<file path="src/rtl/softusb_hostif_mc_if.sv">
// Host/navre bus bundle for softusb_hostif_mc.
// CSR side, navre I/O side, irq and usb_rst.
interface softusb_hostif_mc_if;
  logic [13:0] csr_a;
  logic        csr_we;
  logic [31:0] csr_di;
  logic [31:0] csr_do;
  logic        irq;
  logic        usb_rst;
  logic [5:0]  io_a;
  logic        io_we;
  logic        io_re;
  logic [7:0]  io_di;
  logic [7:0]  io_do;

  modport master (
    output csr_a, csr_we, csr_di,
    output io_a, io_we, io_re, io_di,
    input  csr_do, irq, usb_rst, io_do
  );

  modport slave (
    input  csr_a, csr_we, csr_di,
    input  io_a, io_we, io_re, io_di,
    output csr_do, irq, usb_rst, io_do
  );
endinterface

</file>
<file path="src/rtl/softusb_hostif_mc.sv">
// softusb host interface: CSR bank, navre reset,
// maskable IRQs and a host->USB byte mailbox FIFO.
module softusb_hostif_mc #(
  parameter logic [3:0] csr_addr   = 4'h0,
  parameter int         nirq       = 4,
  parameter int         fifo_depth = 16,
  parameter logic [5:0] io_base    = 6'h15
) (
  input logic sys_clk,
  input logic sys_rst,
  softusb_hostif_mc_if.slave bus
);

  localparam int AW = $clog2(fifo_depth);
  localparam int CW = AW + 1;
  localparam logic [5:0] IO_POP  = io_base + 6'd1;
  localparam logic [5:0] IO_STAT = io_base + 6'd2;
  localparam logic [CW-1:0] DEPTH = CW'(fifo_depth);

  logic            r_usb_rst;
  logic [nirq-1:0] r_pend;
  logic [nirq-1:0] r_mask;
  logic            r_irq;
  logic            r_ovf;
  logic [31:0]     r_csr_do;
  logic [7:0]      r_io_do;
  logic [AW-1:0]   r_rd;
  logic [AW-1:0]   r_wr;
  logic [CW-1:0]   r_cnt;
  logic [7:0]      r_mem [fifo_depth];

  logic            w_sel;
  logic [2:0]      w_idx;
  logic            w_wr;
  logic [nirq-1:0] w_set;
  logic [nirq-1:0] w_clr;
  logic [CW-1:0]   w_cnt;
  logic [8:0]      w_cnt9;
  logic            w_full;
  logic            w_empty;
  logic            w_push;
  logic            w_pop;
  logic            w_do_push;
  logic            w_do_pop;
  logic            w_ovf_set;
  logic            w_unused;

  assign w_sel = (bus.csr_a[13:10] == csr_addr);
  assign w_idx = bus.csr_a[2:0];
  assign w_wr  = w_sel && bus.csr_we;

  // FIFO reads as empty while the navre core is held in reset
  assign w_cnt   = r_usb_rst ? '0 : r_cnt;
  assign w_cnt9  = 9'(w_cnt);
  assign w_full  = (w_cnt == DEPTH);
  assign w_empty = (w_cnt == '0);

  assign w_push = w_wr && (w_idx == 3'd3);
  assign w_pop  = bus.io_re && (bus.io_a == IO_POP);

  assign w_do_pop  = w_pop && !w_empty && !r_usb_rst;
  assign w_do_push = w_push && !r_usb_rst && (!w_full || w_do_pop);
  assign w_ovf_set = w_push && !r_usb_rst && w_full && !w_pop;

  assign w_set = (bus.io_we && (bus.io_a == io_base) && !r_usb_rst)
               ? bus.io_di[nirq-1:0] : '0;
  assign w_clr = (w_wr && (w_idx == 3'd1)) ? bus.csr_di[nirq-1:0] : '0;

  assign w_unused = ^{bus.csr_a, bus.csr_di, bus.io_di};

  // Control, IRQ pending/mask and the irq output register
  always_ff @(posedge sys_clk or posedge sys_rst) begin
    if (sys_rst) begin
      r_usb_rst <= 1'b1;
      r_pend    <= '0;
      r_mask    <= '0;
      r_irq     <= 1'b0;
    end else begin
      if (w_wr && (w_idx == 3'd0)) r_usb_rst <= bus.csr_di[0];
      if (w_wr && (w_idx == 3'd2)) r_mask <= bus.csr_di[nirq-1:0];
      r_pend <= (r_pend & ~w_clr) | w_set;
      r_irq  <= |(r_pend & r_mask);
    end
  end

  // Mailbox pointers, count and sticky overflow flag
  always_ff @(posedge sys_clk or posedge sys_rst) begin
    if (sys_rst) begin
      r_rd  <= '0;
      r_wr  <= '0;
      r_cnt <= '0;
      r_ovf <= 1'b0;
    end else begin
      if (r_usb_rst) begin
        r_rd  <= '0;
        r_wr  <= '0;
        r_cnt <= '0;
      end else begin
        if (w_do_push) r_wr <= r_wr + AW'(1);
        if (w_do_pop)  r_rd <= r_rd + AW'(1);
        unique case ({w_do_push, w_do_pop})
          2'b10:   r_cnt <= r_cnt + CW'(1);
          2'b01:   r_cnt <= r_cnt - CW'(1);
          default: r_cnt <= r_cnt;
        endcase
      end
      if (w_wr && (w_idx == 3'd4)) r_ovf <= 1'b0;
      else if (w_ovf_set)          r_ovf <= 1'b1;
    end
  end

  // Mailbox storage, no reset needed
  always_ff @(posedge sys_clk) begin
    if (w_do_push) r_mem[r_wr] <= bus.csr_di[7:0];
  end

  // Registered CSR read mux
  always_ff @(posedge sys_clk or posedge sys_rst) begin
    if (sys_rst) begin
      r_csr_do <= '0;
    end else if (!w_sel) begin
      r_csr_do <= '0;
    end else begin
      unique case (w_idx)
        3'd0:    r_csr_do <= {31'b0, r_usb_rst};
        3'd1:    r_csr_do <= 32'(r_pend);
        3'd2:    r_csr_do <= 32'(r_mask);
        3'd4:    r_csr_do <= {8'b0, w_cnt9[7:0], 13'b0,
                              r_ovf, w_full, w_empty};
        default: r_csr_do <= '0;
      endcase
    end
  end

  // Registered navre I/O read mux, holds when no read
  always_ff @(posedge sys_clk or posedge sys_rst) begin
    if (sys_rst) begin
      r_io_do <= '0;
    end else if (bus.io_re) begin
      unique case (1'b1)
        (bus.io_a == IO_POP):
          r_io_do <= w_do_pop ? r_mem[r_rd] : 8'h00;
        (bus.io_a == IO_STAT):
          r_io_do <= {6'b0, w_full, w_empty};
        default:
          r_io_do <= 8'h00;
      endcase
    end
  end

  assign bus.csr_do  = r_csr_do;
  assign bus.io_do   = r_io_do;
  assign bus.irq     = r_irq;
  assign bus.usb_rst = r_usb_rst;

endmodule

</file>
<file path="src/flat_wrapper.sv">
// flat-port wrapper written by rule: the top's interface ports become plain ports
module softusb_hostif_mc_flat 
#(
  parameter logic [3:0] csr_addr   = 4'h0,
  parameter int         nirq       = 4,
  parameter int         fifo_depth = 16,
  parameter logic [5:0] io_base    = 6'h15
)
  (sys_clk, sys_rst, bus_csr_a, bus_csr_we, bus_csr_di, bus_io_a, bus_io_we, bus_io_re, bus_io_di, bus_csr_do, bus_irq, bus_usb_rst, bus_io_do);
  softusb_hostif_mc_if bus_i ();
  input logic sys_clk;
  input logic sys_rst;
  input wire logic [$bits(bus_i.csr_a)-1:0] bus_csr_a;
  input wire logic [$bits(bus_i.csr_we)-1:0] bus_csr_we;
  input wire logic [$bits(bus_i.csr_di)-1:0] bus_csr_di;
  input wire logic [$bits(bus_i.io_a)-1:0] bus_io_a;
  input wire logic [$bits(bus_i.io_we)-1:0] bus_io_we;
  input wire logic [$bits(bus_i.io_re)-1:0] bus_io_re;
  input wire logic [$bits(bus_i.io_di)-1:0] bus_io_di;
  output wire logic [$bits(bus_i.csr_do)-1:0] bus_csr_do;
  output wire logic [$bits(bus_i.irq)-1:0] bus_irq;
  output wire logic [$bits(bus_i.usb_rst)-1:0] bus_usb_rst;
  output wire logic [$bits(bus_i.io_do)-1:0] bus_io_do;
  assign bus_i.csr_a = bus_csr_a;
  assign bus_i.csr_we = bus_csr_we;
  assign bus_i.csr_di = bus_csr_di;
  assign bus_i.io_a = bus_io_a;
  assign bus_i.io_we = bus_io_we;
  assign bus_i.io_re = bus_io_re;
  assign bus_i.io_di = bus_io_di;
  assign bus_csr_do = bus_i.csr_do;
  assign bus_irq = bus_i.irq;
  assign bus_usb_rst = bus_i.usb_rst;
  assign bus_io_do = bus_i.io_do;
  softusb_hostif_mc #(.csr_addr(csr_addr), .nirq(nirq), .fifo_depth(fifo_depth), .io_base(io_base)) u_core (.sys_clk(sys_clk), .sys_rst(sys_rst), .bus(bus_i));
endmodule
</file>
<file path="config.mk">
export PLATFORM = sky130hd
export DESIGN_NAME = softusb_hostif_mc_flat
export DESIGN_NICKNAME = d
export VERILOG_FILES = /design/src/rtl/softusb_hostif_mc_if.sv /design/src/rtl/softusb_hostif_mc.sv /design/src/flat_wrapper.sv
export SDC_FILE = /design/constraint.sdc
export NUM_CORES = 1
export LEC_CHECK = 0
export ABC_AREA = 1
export CORE_MARGIN = 2
export CORE_UTILIZATION = 48
export CTS_CLUSTER_DIAMETER = 60
export DETAILED_ROUTE_END_ITERATION = 12
export GPL_ROUTABILITY_DRIVEN = 0
export PLACE_DENSITY = 0.73
export RECOVER_POWER = 50
export SYNTH_ARGS = -nofsm -noshare
export SYNTH_HDL_FRONTEND = slang
export SYNTH_SLANG_ARGS = --single-unit
</file>
<file path="constraint.sdc">
create_clock -name sys_clk -period 3.5 [get_ports sys_clk]
set_input_delay 0.7 -clock sys_clk [delete_from_list [all_inputs] [get_ports sys_clk]]
set_output_delay 0.7 -clock sys_clk [all_outputs]
set_load 0.02 [all_outputs]
</file>
# Word level (Yosys, flattened, before mapping)

Memories as Yosys holds them, arrays and structs flattened.
Index checks and enable logic that the tools add are counted.

$add $sub $neg: 4
Equality and inequality tests: 10
Mux-type cells: 17
Bitwise gates (word level): 4
Reduce and logical (&&, ||, !) cells: 28

Operators by type and width:

| operator            | count |
|---|---|
| $pmux 21 s4         | 1 |
| $mux 32             | 1 |
| $mux 4              | 6 |
| $eq 6x5->1 const B  | 3 |
| $pmux 8 s2          | 1 |
| $logic_and 1x1->1   | 15 |
| $mux 5              | 2 |
| $pmux 5 s2          | 1 |
| $add 4x1->4 const B | 2 |
| $and 4x4->4         | 2 |
| $mux 8              | 1 |
| $eq 3x2->1 const B  | 2 |
| $reduce_bool 2->1   | 3 |
| $add 5x1->5 const B | 1 |
| $eq 5x5->1 const B  | 1 |
| $logic_not 5->1     | 1 |
| $sub 5x1->5 const B | 1 |
| $logic_not 1->1     | 4 |
| $logic_not 4->1     | 1 |
| $mux 1              | 4 |
| $not 4->4           | 1 |
| $or 4x4->4          | 1 |
| $reduce_or 4->1     | 1 |
| $eq 3x1->1 const B  | 1 |
| other kinds (6)     | 6 |

Register bits after elaboration: 64
RAM bits: 128
Bits of input ports: 65
Memories kept: 1

Memory list:

| name         | depth | bits a word | read ports | clocked after Yosys merged registers in | wr ports | line                    | text |
|---|---|---|---|---|---|---|---|
| u_core.r_mem | 16    | 8           | 1          | 0                                       | 1        | softusb_hostif_mc.sv:30 | `logic [7:0] r_mem [fifo_depth];` |

# Logic depth before layout (Yosys ltp)

Word-level depth: 10
Gate-level depth with buffers: 18
Depth with buffers taken out: 17

# Least setup slack after synthesis

OpenSTA, ideal clock, no wires.

Path kind: input to register
From: input bus_csr_a[11]
To: memory u_core.r_mem[11][0] (enable)
Setup time: 0.370 ns
Arrival time: 1.948 ns
Required time: 3.130 ns
Path slack: 1.181 ns
Stages: 7
Path through: nor2_1 nand2_2 nor2_8 nand2_4 nor2_4 nand2_1 nor2_1

Word-level cells in the longest chain between the ends: 7

Ends and longest elaborated chain:

| what                           | line                     | text |
|---|---|---|
| start: declaration             | flat_wrapper.sv:13       | `input wire logic [$bits(bus_i.csr_a)-1:0] bus_csr_a;` |
| $logic_not 4->1                | softusb_hostif_mc.sv:48  | `assign w_sel = (bus.csr_a[13:10] == csr_addr);` |
| $logic_and 1x1->1              | softusb_hostif_mc.sv:50  | `assign w_wr = w_sel && bus.csr_we;` |
| $logic_and 1x1->1              | softusb_hostif_mc.sv:58  | `assign w_push = w_wr && (w_idx == 3'd3);` |
| $logic_and 1x1->1 (2 in a row) | softusb_hostif_mc.sv:62  | `assign w_do_push = w_push && !r_usb_rst && (!w_full \|\| w_do_pop);` |
| $mux 1                         | softusb_hostif_mc.sv:114 | `if (w_do_push) r_mem[r_wr] <= bus.csr_di[7:0];` |
| $mux 1 (not written as such)   | softusb_hostif_mc.sv:114 |  |
| end: declaration               | softusb_hostif_mc.sv:30  |  |

Every way passes these cells.

# Final worst setup path

From: register u_core.r_usb_rst, in the netlist u_core.bus.usb_rst
To: output bus_usb_rst

RTL lines:

| what                     | line                    | text |
|---|---|---|
| start: declaration       | softusb_hostif_mc.sv:20 | `logic r_usb_rst;` |
| start signal: assignment | softusb_hostif_mc.sv:79 | `if (w_wr && (w_idx == 3'd0)) r_usb_rst <= bus.csr_di[0];` |
| end: declaration         | flat_wrapper.sv:22      | `output wire logic [$bits(bus_i.usb_rst)-1:0] bus_usb_rst;` |

No word-level cell between the ends.

==> summary.log <==
[clock_network] number of H-tree branching levels 4
[critical_path] number of stages on the worst setup path 1
[clock_network] clock network latency to the later pin of the worst-skew pair 0.43 ns
[sta] Fmax achieved 0.3868 GHz
[worst_hold_path] worst hold start u_core.r_cnt[4]
[global_routing] global-route wire length before repair 26450 um
[route] detailed-route DRC error count 0
[logic_synthesis] adder-cell area share of the yosys netlist 1.156%
[critical_path] nature of the critical path endpoint output port
[clock_network] Inserted Clock Buffers 17
[critical_path] slowest library cell on the worst path sky130_fd_sc_hd__dfstp_2
[clock_network] number of gates resized after CTS 0
[clock_network] number of sinks handled by clock tree synthesis 169
[floorplan] number of top-level pins 107
[route] Wirelength per Cell 17.45 um
[cells_and_area] proportion of layout cells with a drive suffix above 1 11.61%
[global_routing] maximum number of pins on one net before global-route repair 69
[clock_network] CTS tree built
[cells_and_area] Filler cells 1238
[cells_and_area] Area Growth Syn to Fin 17.15%
[logic_synthesis] area fraction in compound gates after synthesis 10.21%
[clock_network] Post-CTS Repair Setup Buffers 0
[clock_network] clock tree root buffer cell sky130_fd_sc_hd__clkbuf_16
[critical_path] Largest stage delay, worst path 0.77 ns
[route] wirelength, routed 16910 um
[floorplan] starting utilization of the core area 49.45%
[cells_and_area] antenna cells 0
[cells_and_area] Total Nets Final 817
[placed_design] Buffers on Ports 48
[critical_path] Crit Path Max Fanout 10
[logic_synthesis] Syn Std Cell Area 7574 um2
[sta] number of endpoints failing setup at the final stage 0
[floorplan] num rows 45
[logic_synthesis] synthesized netlist cell count 682
[logic_synthesis] simple-gate share of the synthesized area 17.55%
[power_and_ir_drop] Tot Pwr 4.807 mW
[floorplan] die height 129.6 um
[logic_synthesis] share of synthesized area spent on multiplexers 0%
[power_and_ir_drop] Leakage Power 3.452 nW
[sta] final worst setup slack 0.9144 ns
[floorplan] Die Area 16800 um2
[floorplan] overall die width 129.6 um
[cells_and_area] most common cell after layout, fill and taps aside sky130_fd_sc_hd__nand2_1
[logic_synthesis] register bit total from synthesis 169
[worst_hold_path] class of the tightest hold or removal check reg -> reg
[critical_path] worst path required time 2.80 ns
[sta] slew of the pin with the lowest slew margin 1.072 ns
[logic_synthesis] share of flip-flops with an asynchronous set or reset 24.26%
[clock_network] maximum clock insertion buffer count 2
[logic_synthesis] Distinct cells, synth 46
[outcome] run status finished clean
[sta] Final Skew 0.008399 ns
[sta] number of hold violations in the final report 0
[critical_path] worst setup path class reg -> out
[logic_synthesis] most used flip-flop cell after synthesis sky130_fd_sc_hd__edfxtp_1
[route] Vias/cell 5.440
[route] Pre-antenna DRT Iters 6
[sta] Final Max Slew Viols 0
[critical_path] type of origin of the critical path flip-flop
[critical_path] buffering stage count on the worst path with inverters included 1
[floorplan] total core area 15310 um2
[placed_design] placed cells 937
[logic_synthesis] synthesis warning total 0
[cells_and_area] commonest cells after routing, fill and taps aside sky130_fd_sc_hd__nand2_1, sky130_fd_sc_hd__edfxtp_1, sky130_fd_sc_hd__a21oi_1
[global_routing] Total Routing Usage GR 20.92%
[critical_path] Crit path max-delay family flip-flops
[cells_and_area] count of non-filler cells in the finished layout 969
[flow_run] # Max-Cap Violations 0
[sta] shortest period the worst path allows 2.586 ns
[route] number of nets still failing antenna checks after routing 0
[clock_network] count of hold-fix buffers inserted at cts 0
[clock_network] Worst-path clk slew 0.07 ns
[logic_synthesis] share of the yosys chip area belonging to registers 64.32%
[sta] Slew Limit Headroom 28.07%
[logic_synthesis] largest family of logic cells by synthesized area simple AND/OR/NAND/NOR gates
[global_routing] vias in the first global route 5190
[critical_path] crit path cell chain clkdlybuf4s50_1
[logic_synthesis] XOR/XNOR share of the synthesized area 0.1156%
[logic_synthesis] number of synthesized flops with an enable pin 128
[power_and_ir_drop] largest vdd supply drop 335.6 uV
[route] DRC violation total after the first TritonRoute iteration 489
[sta] summed negative setup slack over all endpoints 0 ns
[power_and_ir_drop] pwr/cell area 541.8 nW/um2
[worst_hold_path] number of cells traversed by the worst hold path 2
[critical_path] start of the worst register-to-register path u_core.r_rd[0]
[placed_design] pre-CTS setup slack 0.6384 ns
[sta] setup repair after global routing missed its margin no
[global_routing] GRT Residual Overflow 0
[logic_synthesis] mean post-synth cell area 11.10 um2
[route] Via Count 5271
[critical_path] arrival time reported for the critical path endpoint 1.89 ns
[critical_path] path depth of the worst reg2reg path 7
[sta] share of the cycle needed by the critical path after routing 73.87%
[critical_path] worst setup path startpoint u_core.bus.usb_rst
[placed_design] half-perimeter wire length after detailed placement 11000 um
[global_routing] initial antenna violation count 0
## worst paths after layout
path | slack (ns) | end
max | 0.91 | bus_usb_rst
min | 0.48 | u_core.r_cnt[4]
max reg2reg | 1.14 | u_core.bus.io_do[5]
min reg2reg | 0.48 | u_core.r_cnt[4]
max in group asynchronous | 1.55 | u_core.r_rd[0]
min in group asynchronous | 0.85 | u_core.r_pend[2]
## where the power goes
group	leakage, nW	switching, mW	total [mW]	internal [mW]
clock	0.289	0.832	1.92	1.08
combinational	1.46	0.420	0.622	0.202
sequential	1.70	0.0614	2.27	2.21
## cell families (layout without fill, tap and decap cells)
logic type	Yosys count	after routing
other cells	1	23
compound gates	123	123
xor+xnor	1	1
fa+ha+maj	7	7
flops	169	169
buf+inv	98	152
simple gates	283	283
## stage by stage
step                      hold slack [ns]  utilization [%]  instance area (um2)
after floorplan                    0.4490                -                 7656
after detailed placement           0.4683            54.02                 8273
after global routing               0.5042            57.93                 8872
after CTS                          0.4900            58.01                 8884
final                              0.4849            57.93                 8872
after global placement             0.4665            54.02                 8273
## metal layers
metal  global-route usage, %  part of all wire [%]
met1                   26.74                    40
met2                   35.97                    52
met3                   3.220                   6.0
met4                   8.412                   1.9
met5                       0                     0
## cell usage after synthesis (3+ instances only)
cell | number | share of area (%)
sky130_fd_sc_hd__nand4_1 | 4 | 0.33
sky130_fd_sc_hd__a21oi_1 | 56 | 3.7
sky130_fd_sc_hd__ha_1 | 7 | 1.2
sky130_fd_sc_hd__inv_2 | 5 | 0.25
sky130_fd_sc_hd__edfxtp_1 | 128 | 51
sky130_fd_sc_hd__nand2_1 | 174 | 8.6
sky130_fd_sc_hd__buf_4 | 24 | 2.4
sky130_fd_sc_hd__o311ai_0 | 5 | 0.58
sky130_fd_sc_hd__clkbuf_1 | 9 | 0.45
sky130_fd_sc_hd__o21ai_0 | 20 | 1.3
sky130_fd_sc_hd__a22oi_1 | 17 | 1.7
sky130_fd_sc_hd__o211ai_1 | 8 | 0.79
sky130_fd_sc_hd__nand3_4 | 4 | 0.93
sky130_fd_sc_hd__buf_2 | 13 | 0.86
sky130_fd_sc_hd__nand3_2 | 5 | 0.66
sky130_fd_sc_hd__nor4_1 | 3 | 0.25
sky130_fd_sc_hd__nor2_4 | 6 | 0.89
sky130_fd_sc_hd__nand3_1 | 35 | 2.3
sky130_fd_sc_hd__a32o_1 | 7 | 0.93
sky130_fd_sc_hd__inv_1 | 39 | 1.9
sky130_fd_sc_hd__nor2_1 | 38 | 1.9
sky130_fd_sc_hd__nor3_1 | 5 | 0.33
sky130_fd_sc_hd__buf_1 | 3 | 0.15
sky130_fd_sc_hd__dfrtp_1 | 40 | 13
## sequential cells by signal (all words and copies together), names as in the netlist
name / count
u_core.r_mem: 128
u_core.bus.csr_do: 9
u_core.bus.io_do: 8
u_core.r_cnt: 5
u_core.r_mask: 4
u_core.r_pend: 4
u_core.r_rd: 4
u_core.r_wr: 4
u_core.bus.irq: 1
u_core.bus.usb_rst: 1
u_core.r_ovf: 1
## area by class of cell
cell class,count,area (um2),share of cell area (%)
Inverter,47,183.9,2.073
Clock buffer,18,429.2,4.837
Sequential cell,169,4872,54.91
Multi-Input combinational cell,437,2285,25.75
Timing Repair Buffer,73,656.9,7.404
Clock inverter,14,181.4,2.045
Tap cell,211,264.0,2.976
Power figures use the tool's default switching activity.
